<file path="src/rtl/cartesian_to_polar_if.sv">
// cartesian_to_polar_if: start/done handshake plus operand and result bus for cartesian_to_polar
// master drives start/x_value/y_value and observes busy/done/r_theta/out_of_range; slave is the converter side.
interface cartesian_to_polar_if;
  logic start;
  logic [8:0] x_value;
  logic [8:0] y_value;
  logic busy;
  logic done;
  logic [11:0] r_theta;
  logic out_of_range;
  modport master (output start, x_value, y_value, input busy, done, r_theta, out_of_range);
  modport slave (input start, x_value, y_value, output busy, done, r_theta, out_of_range);
endinterface

</file>
<file path="src/rtl/cartesian_to_polar.sv">
// cartesian_to_polar: signed (x, y) to packed {sector[11:8], r[7:0]} with fixed 10-cycle start-to-done latency
// Ports: clock; reset_n (synchronous, active-low); bus (slave): start, x_value, y_value in;
// busy, done (1-cycle pulse), r_theta, out_of_range (y < 0) out, results held until the next done.
module cartesian_to_polar (
  input logic clock,
  input logic reset_n,
  cartesian_to_polar_if.slave bus
);
  localparam logic [1:0] IDLE = 2'd0, SQUARE = 2'd1, ROOT = 2'd2, FINISH = 2'd3;
  logic [1:0] state;
  logic [8:0] x_q, y_q, ax, ay;
  logic [16:0] ay128, ax74, ax222;
  logic [17:0] sum;
  logic [1:0] k;
  logic [2:0] sector, sector_q, cnt_q;
  logic [15:0] rad_q;
  logic [9:0] rem_q;
  logic [7:0] root_q;
  logic [11:0] rem_sh, trial;
  logic fits, sat_q, oor_q;
  always_comb begin
    ax = x_q[8] ? ~x_q + 9'd1 : x_q;
    ay = y_q[8] ? ~y_q + 9'd1 : y_q;
    sum = 18'(ax) * 18'(ax) + 18'(ay) * 18'(ay);
    ay128 = {1'b0, ay, 7'd0};
    ax74 = 17'(ax) * 17'd74;
    ax222 = 17'(ax) * 17'd222;
    k = ay128 < ax74 ? 2'd0 : ay128 < ax222 ? 2'd1 : 2'd2;
    // Behind the radar clamps to the edge sector on the same side; the 90 degree axis belongs to sector 2.
    sector = y_q[8] ? (x_q[8] ? 3'd5 : 3'd0)
           : x_q == 9'd0 ? (y_q == 9'd0 ? 3'd0 : 3'd2)
           : x_q[8] ? 3'd5 - {1'b0, k} : {1'b0, k};
    // Restoring square root step: bring down two radicand bits, try subtracting 4*root+1.
    rem_sh = {rem_q, rad_q[15:14]};
    trial = {2'b00, root_q, 2'b01};
    fits = rem_sh >= trial;
  end
  assign bus.busy = state != IDLE || bus.done;
  always_ff @(posedge clock) begin
    if (!reset_n) begin
      state <= IDLE;
      bus.done <= 1'b0;
      bus.r_theta <= 12'h000;
      bus.out_of_range <= 1'b0;
    end else begin
      bus.done <= 1'b0;
      case (state)
        IDLE: if (bus.start) begin
          x_q <= bus.x_value;
          y_q <= bus.y_value;
          state <= SQUARE;
        end
        SQUARE: begin
          rad_q <= sum[15:0];
          sat_q <= |sum[17:16];
          sector_q <= sector;
          oor_q <= y_q[8];
          rem_q <= 10'd0;
          root_q <= 8'd0;
          cnt_q <= 3'd0;
          state <= ROOT;
        end
        ROOT: begin
          rad_q <= {rad_q[13:0], 2'b00};
          rem_q <= 10'(fits ? rem_sh - trial : rem_sh);
          root_q <= {root_q[6:0], fits};
          cnt_q <= cnt_q + 3'd1;
          state <= cnt_q == 3'd7 ? FINISH : ROOT;
        end
        default: begin
          bus.r_theta <= {1'b0, sector_q, sat_q ? 8'hff : root_q};
          bus.out_of_range <= oor_q;
          bus.done <= 1'b1;
          state <= IDLE;
        end
      endcase
    end
  end
endmodule

</file>
<file path="src/flat_wrapper.sv">
// flat-port wrapper written by rule: the top's interface ports become plain ports
module cartesian_to_polar_flat 
  (clock, reset_n, bus_start, bus_x_value, bus_y_value, bus_busy, bus_done, bus_r_theta, bus_out_of_range);
  cartesian_to_polar_if bus_i ();
  input logic clock;
  input logic reset_n;
  input wire logic [$bits(bus_i.start)-1:0] bus_start;
  input wire logic [$bits(bus_i.x_value)-1:0] bus_x_value;
  input wire logic [$bits(bus_i.y_value)-1:0] bus_y_value;
  output wire logic [$bits(bus_i.busy)-1:0] bus_busy;
  output wire logic [$bits(bus_i.done)-1:0] bus_done;
  output wire logic [$bits(bus_i.r_theta)-1:0] bus_r_theta;
  output wire logic [$bits(bus_i.out_of_range)-1:0] bus_out_of_range;
  assign bus_i.start = bus_start;
  assign bus_i.x_value = bus_x_value;
  assign bus_i.y_value = bus_y_value;
  assign bus_busy = bus_i.busy;
  assign bus_done = bus_i.done;
  assign bus_r_theta = bus_i.r_theta;
  assign bus_out_of_range = bus_i.out_of_range;
  cartesian_to_polar u_core (.clock(clock), .reset_n(reset_n), .bus(bus_i));
endmodule
</file>
<file path="config.mk">
export PLATFORM = sky130hd
export DESIGN_NAME = cartesian_to_polar_flat
export DESIGN_NICKNAME = d
export VERILOG_FILES = /design/src/rtl/cartesian_to_polar_if.sv /design/src/rtl/cartesian_to_polar.sv /design/src/flat_wrapper.sv
export SDC_FILE = /design/constraint.sdc
export NUM_CORES = 1
export LEC_CHECK = 0
export ABC_AREA = 1
export ABC_CLOCK_PERIOD_IN_PS = 7700
export CORE_MARGIN = 5
export CORE_UTILIZATION = 65
export CTS_BUF_LIST = sky130_fd_sc_hd__clkbuf_4
export DETAILED_ROUTE_END_ITERATION = 7
export GPL_TIMING_DRIVEN = 0
export PLACE_DENSITY_LB_ADDON = 0.08
export SYNTH_ARGS = -nofsm -noshare
export SYNTH_HDL_FRONTEND = slang
export SYNTH_SLANG_ARGS = --single-unit
export TNS_END_PERCENT = 5
</file>
<file path="constraint.sdc">
create_clock -name clock -period 7.7 [get_ports clock]
set_clock_uncertainty 0.1 [all_clocks]
set_input_delay 1.54 -clock clock [delete_from_list [all_inputs] [get_ports clock]]
set_output_delay 1.54 -clock clock [all_outputs]
set_load 0.05 [all_outputs]
</file>
==> results of run 1 <==
[metrics by stage]
step | TNS, ps | utilization | cell area (um2) | std cells
after CTS | 0 | 0.7071 | 11600 | 1537
after global routing | 0 | 0.7090 | 11630 | 1540
final | 0 | 0.7090 | 11630 | 1540
after detailed placement | -2580 | 0.6963 | 11420 | 1521
after floorplan | 0 | - | 10810 | 1267
after global placement | -1715 | 0.6963 | 11420 | 1521
[sequential cells by signal (all words and copies together), names as in the netlist]
register / count
u_core.rad_q: 16
u_core.bus.r_theta: 11
u_core.rem_q: 10
u_core.x_q: 9
u_core.y_q: 9
u_core.root_q: 8
u_core.cnt_q: 3
u_core.sector_q: 3
u_core.state: 2
u_core.bus.done: 1
u_core.bus.out_of_range: 1
u_core.oor_q: 1
u_core.sat_q: 1
[cells in the mapped netlist, types with 2 or more instances]
cell type	number	area share
or2_1	4	0.0023
o211ai_1	2	0.0014
a31oi_1	2	0.0012
xor2_2	2	0.0030
a21o_1	3	0.0021
a211oi_1	2	0.0014
conb_1	2	0.00070
ha_1	157	0.18
o21ai_0	38	0.018
inv_1	332	0.12
xor2_1	28	0.023
o21bai_1	5	0.0035
o21ai_2	2	0.0016
nor3_1	4	0.0019
or2_2	6	0.0035
clkbuf_1	10	0.0035
nand3_2	3	0.0028
nand2_4	6	0.0063
o21ai_1	14	0.0065
o21a_1	2	0.0014
inv_2	8	0.0028
nand4_1	11	0.0064
xnor2_1	18	0.015
buf_4	4	0.0028
nor2_2	3	0.0017
dfxtp_1	15	0.028
edfxtp_1	60	0.17
xor2_4	2	0.0051
a21oi_1	74	0.034
o31ai_1	2	0.0014
nor2_1	88	0.031
fa_1	125	0.23
nand2_2	7	0.0041
nand3_1	28	0.013
nand2_1	178	0.062
[metal layers]
layer	wire, um	vias up	part of all wire	global-route usage
li1	-	3975	-	-
met1	10190	3840	0.45	0.3213
met2	11320	135	0.50	0.4301
met3	748	30	0.033	0.02966
met4	394	0	0.017	0.05201
met5	0	-	0	0
[worst paths after layout]
path	endpoint	cells after the start
max	u_core.sat_q$_DFFE_PP_	26
min	u_core.bus.out_of_range$_SDFFE_PN0P_	2
max reg2reg	u_core.sat_q$_DFFE_PP_	26
min reg2reg	u_core.bus.out_of_range$_SDFFE_PN0P_	2
[final cells by class]
type                    instances  area, um2  area share
well taps                     220      275.3     0.02366
plain buffers                  15      72.57    0.006239
flip-flops and latches         75       2102      0.1807
multi-input cells             836       7382      0.6346
clock inverters                 7      83.83    0.007207
inverters                     341       1286      0.1106
clock buffers                   9      67.56    0.005808
repair buffers                 37      362.8     0.03119
[cell families after synthesis]
kind of cell / after synthesis / share of synthesized area
compound gates: 149 / 0.07507
xor+xnor: 50 / 0.04549
fa+ha+maj: 282 / 0.4142
buf+inv: 356 / 0.1257
flops: 75 / 0.1949
other cells: 2 / 0.0006965
simple gates: 346 / 0.1439
[repair_timing]
item | CTS | global route
resized for setup | 5 | 2
endpoints found under the setup margin | 8 | 6
buffers inserted | 0 | 3
pin swaps | 0 | 0
[tightest hold or removal path, stage by stage, from the launching register on]
cell	delay, ps
edfxtp_1	350
nor2_1	40
nor2_1	80
==> key figures, run 1 <==
Routing
  – First-pass DRT Iterations: 5
  – Via density: 5.182
  – Final WL: 22650 um
  – Wirelength per Cell: 14.71 um
  – ANT nets after route: 0
  – Initial drt markers: 401
  – Drt drc: 0
  – Via Count: 7980

Critical path
  – Type of destination of the critical path: register
  – Crit. Startpoint: u_core.x_q[0]$_DFFE_PP_
  – Critical R2R Launch: u_core.x_q[0]$_DFFE_PP_
  – CP max-delay cell: fa_1
  – Max stage delay on crit path: 540 ps
  – Worst Path Buf+Inv: 6
  – CP top delay family: adder cells
  – Reg2Reg Setup Slack: 410 ps
  – Critical path class: register to register
  – Arr. time, crit path: 7350 ps
  – CP startpoint kind: register
  – Worst Path Required: 7760 ps
  – Crit path max fanout: 10
  – Most frequent CP cell: fa_1

Layout
  – Final net count: 1618
  – Fillers: 1304
  – Layout cells sized above 1: 0.05833
  – Ant diodes: 0
  – Most frequent cells in the layout: inv_1, nand2_1, ha_1
  – Most common cell after layout, fill and taps aside: inv_1
  – Area growth syn-to-layout: 7.879%

Floorplan
  – Die Area: 19270 um2
  – Die Ht: 138.8 um
  – Core ar.: 16410 um2
  – Die X: 138.8 um
  – Initial Util: 0.6572
  – Core Rows: 47
  – Ports: 36

Clocking
  – Total CTS buffers: 9
  – Worst skew pair latency: 440 ps
  – Clock H-tree levels: 3
  – CTS hold repair buffers: 0
  – Clk root buf: clkbuf_4
  – Deepest clock path buffer count: 2
  – CTS Sinks: 75
  – Worst-path clk slew: 140 ps
  – CTS tree: yes

Synthesis
  – Post-synthesis sequential area ratio: 0.1949
  – Synthesized area per cell: 8.558 um2
  – Top_reg_cell synth: edfxtp_1
  – Post-synth ARST share: 0
  – Number of flops mapped to enable cells by yosys: 60
  – Synth Instances: 1260
  – Register bit total from synthesis: 75
  – Mapped cell area: 10780 um2
  – Post-synth cell types: 48
  – Yosys warnings: 0

Flow run
  – Max Cap Viol: 0

Status
  – Outcome: finished, final reports clean

Timing
  – Final worst slack: 408.0 ps
  – Least-Margin Pin Slew: 946.8 ps
  – WHS: 382.3 ps
  – Part of the cycle the worst path needs: 0.9470
  – Tmin final: 7292 ps
  – # setup viols final: 0
  – RSZ-0062 raised after global routing: false
  – Final hold vios: 0
  – Slew margin rel.: 0.3621
  – Fin. max-slew vios: 0
  – Fmax: 137.1 MHz

Hold path
  – Worst hold path type: register to register
  – HP Start: u_core.oor_q$_DFFE_PP_

Placement
  – Pre-CTS setup slack: -548.6 ps
  – Routability congestion estimate from global placement: 0.9264
  – Port Buffer Count: 34
  – Post-DP HPWL: 18960 um

GRT
  – First-pass GRT wire length: 38250 um
  – GRT Total Usage: 0.2425
  – Initial antenna violation count: 0
  – Largest net degree at the start of global routing: 38
  – Total gr overflow: 0
  – Number of global-route vias before repair: 8009
Power of run 1 is left out: the tool's default activity adds up to more than one toggle a clock period on the data nets, which glitch-free logic cannot reach.
==> run 2: changes to the inputs <==
--- a/config.mk
+++ b/config.mk
@@ -7,6 +7,7 @@
 export LEC_CHECK = 0
 export ABC_AREA = 1
 export ABC_CLOCK_PERIOD_IN_PS = 7700
+export CORE_ASPECT_RATIO = 0.9
 export CORE_MARGIN = 5
 export CORE_UTILIZATION = 65
 export CTS_BUF_LIST = sky130_fd_sc_hd__clkbuf_4
==> run 2 against run 1 <==
Compared with the run above: global-route usage down 0.41 points; critical path depth up 1; die area about the same; via count down 0.76%; sequential cell count unchanged; first-iteration DRC count up 12%; non-clock buffer count up 5; utilization up 0.79 points; cell count down 0.52%; worst hold slack better by 7.1 ps; register-to-register slack worse by 80 ps.
==> key figures, run 2 (synthesis gave the netlist of run 1 again) <==
Routing
  – Via density: 5.169 (was 5.182)
  – ANT nets after route: 0 (unchanged)
  – Wirelength per Cell: 14.70 um (was 14.71 um)
  – First-pass DRT Iterations: 5 (unchanged)
  – Final WL: 22520 um (was 22650 um)
  – Initial drt markers: 451 (was 401)
  – Drt drc: 0 (unchanged)
  – Via Count: 7919 (was 7980)

Layout
  – Layout cells sized above 1: 0.06038 (was 0.05833)
  – Finished Layout Cells: 1532 (was 1540)
  – Area growth syn-to-layout: 7.972% (was 7.879%)
  – Most frequent cells in the layout: inv_1, nand2_1, ha_1 (unchanged)
  – Biggest regs: u_core.rad_q: 16 flops, u_core.bus.r_theta: 11 flops, u_core.rem_q: 10 flops (unchanged)
  – Multi-input logic area: 7382 um2 (unchanged)
  – Max reg flops: 16 (unchanged)
  – Fillers: 1286 (was 1304)
  – Register Area: 2102 um2 (unchanged)
  – Most common cell after layout, fill and taps aside: inv_1 (unchanged)
  – Ant diodes: 0 (unchanged)
  – Largest Register: u_core.rad_q (unchanged)
  – Final net count: 1623 (was 1618)

Critical path
  – Type of destination of the critical path: register (unchanged)
  – Reg2Reg Depth: 27 (was 26)
  – Crit path max fanout: 10 (unchanged)
  – Reg2Reg Setup Slack: 320 ps (was 410 ps)
  – CP max-delay cell: fa_1 (unchanged)
  – Worst Path Buf+Inv: 7 (was 6)
  – Worst Path Required: 7760 ps (about the same)
  – Most frequent CP cell: fa_1 (unchanged)
  – CP startpoint kind: register (unchanged)
  – Critical path class: register to register (unchanged)
  – Reg2reg end: u_core.sat_q$_DFFE_PP_ (unchanged)
  – Max stage delay on crit path: 550 ps (was 540 ps)
  – Arr. time, crit path: 7440 ps (was 7350 ps)
  – Critical R2R Launch: u_core.x_q[0]$_DFFE_PP_ (unchanged)
  – CP top delay family: adder cells (unchanged)

Clocking
  – Deepest clock path buffer count: 2 (unchanged)
  – CTS hold repair buffers: 0 (unchanged)
  – CTS tree: yes (unchanged)
  – Worst skew pair latency: 420 ps (was 440 ps)
  – Worst-path clk slew: 130 ps (was 140 ps)
  – Clk root buf: clkbuf_4 (unchanged)
  – Total CTS buffers: 9 (unchanged)
  – CTS Sinks: 75 (unchanged)
  – Clock H-tree levels: 3 (unchanged)

GRT
  – First-pass GRT wire length: 37240 um (was 38250 um)
  – Total gr overflow: 0 (unchanged)
  – Largest net degree at the start of global routing: 38 (unchanged)
  – Number of global-route vias before repair: 7647 (was 8009)
  – GRT Total Usage: 0.2384 (was 0.2425)
  – Initial antenna violation count: 0 (unchanged)

Hold path
  – HP Start: u_core.oor_q$_DFFE_PP_ (unchanged)
  – Hold path depth: 2 (unchanged)
  – Hold EP: u_core.bus.out_of_range$_SDFFE_PN0P_ (unchanged)
  – Worst hold path type: register to register (unchanged)

Timing
  – Least-Margin Pin Slew: 1036 ps (was 946.8 ps)
  – # setup viols final: 0 (unchanged)
  – Fin. max-slew vios: 0 (unchanged)
  – Final hold vios: 0 (unchanged)
  – Slew margin rel.: 0.3018 (was 0.3621)
  – Part of the cycle the worst path needs: 0.9580 (was 0.9470)
  – Fmax: 135.6 MHz (was 137.1 MHz)
  – WHS: 389.3 ps (was 382.3 ps)
  – Tmin final: 7377 ps (was 7292 ps)

Floorplan
  – Die Ht: 132.2 um (was 138.8 um)
  – Ports: 36 (unchanged)
  – Die Area: 19270 um2 (about the same)
  – Initial Util: 0.6639 (was 0.6572)
  – Core ar.: 16240 um2 (was 16410 um2)
  – Die X: 145.8 um (was 138.8 um)
  – Core Rows: 44 (was 47)

Status
  – Outcome: finished, final reports clean (unchanged)

Flow run
  – Max Cap Viol: 0 (unchanged)

Placement
  – Port Buffer Count: 34 (unchanged)
  – Dpl cells: 1508 (was 1521)
  – Post-DP HPWL: 18970 um (was 18960 um)
  – Routability congestion estimate from global placement: 0.8829 (was 0.9264)
[run 2: cell types whose count changed in the layout (fill, tap and decap cells not counted), sizes merged]
| cell | previous run | this run |
|---|---|---|
| buf | 8 | 13 |
| inv | 343 | 341 |
| clkbuf | 19 | 20 |
| clkinv | 2 | 3 |
[run 2: worst max path at each step]
stage	start	slack (ps)	cells past startpoint	end
6_report	u_core.x_q[0]$_DFFE_PP_	320	27	u_core.sat_q$_DFFE_PP_
5_1_grt	u_core.x_q[0]$_DFFE_PP_	-20	27	u_core.sat_q$_DFFE_PP_
4_1_cts	u_core.x_q[0]$_DFFE_PP_	-10	28	u_core.sat_q$_DFFE_PP_
3_5_place_dp	u_core.x_q[0]$_DFFE_PP_	-660	26	u_core.sat_q$_DFFE_PP_
3_3_place_gp	u_core.x_q[0]$_DFFE_PP_	-550	26	u_core.sat_q$_DFFE_PP_
2_1_floorplan	u_core.x_q[0]$_DFFE_PP_	780	25	u_core.sat_q$_DFFE_PP_
[run 2: cell type report]
type / count / area share
multi-input cells: 836 / 0.6341
clock buffers: 10 / 0.006448
well taps: 207 / 0.02225
flip-flops and latches: 75 / 0.1805
clock inverters: 6 / 0.005588
inverters: 341 / 0.1105
plain buffers: 15 / 0.006233
repair buffers: 42 / 0.03439
[run 2: metrics by stage]
step	utilization	setup slack [ps]	cell area [um2]	TNS, ps
2_1_floorplan	-	775.3	10810	0
3_3_place_gp	0.7025	-554.7	11410	-2493
3_5_place_dp	0.7025	-661.1	11410	-3052
4_1_cts	0.7126	-11.19	11570	-11.19
5_1_grt	0.7169	-24.62	11640	-24.62
6_report	0.7169	323.5	11640	0
[run 2: layer usage]
metal / GRT usage / wire length (um)
met2: 0.3810 / 10270
met3: 0.04400 / 1331
met5: 0 / 0
met4: 0.04958 / 372
met1: 0.3427 / 10550
[run 2: worst register-to-register path, delay by kind of cell, from the launching register on]
family | cells | cell delay (ps)
XOR/XNOR | 2 | 590
flip-flops | 1 | 340
adder cells (fa/ha/maj) | 8 | 3650
AND/OR/NAND/NOR | 10 | 1520
buffers and inverters | 7 | 950
[run 2: repair_timing]
item                       CTS  global route
gates cloned                 0             0
pin swaps                    0             0
setup endpoints to repair    8             8
resized for setup            4             3
setup buffers                0             7
Power of run 2 is left out for the same reason.
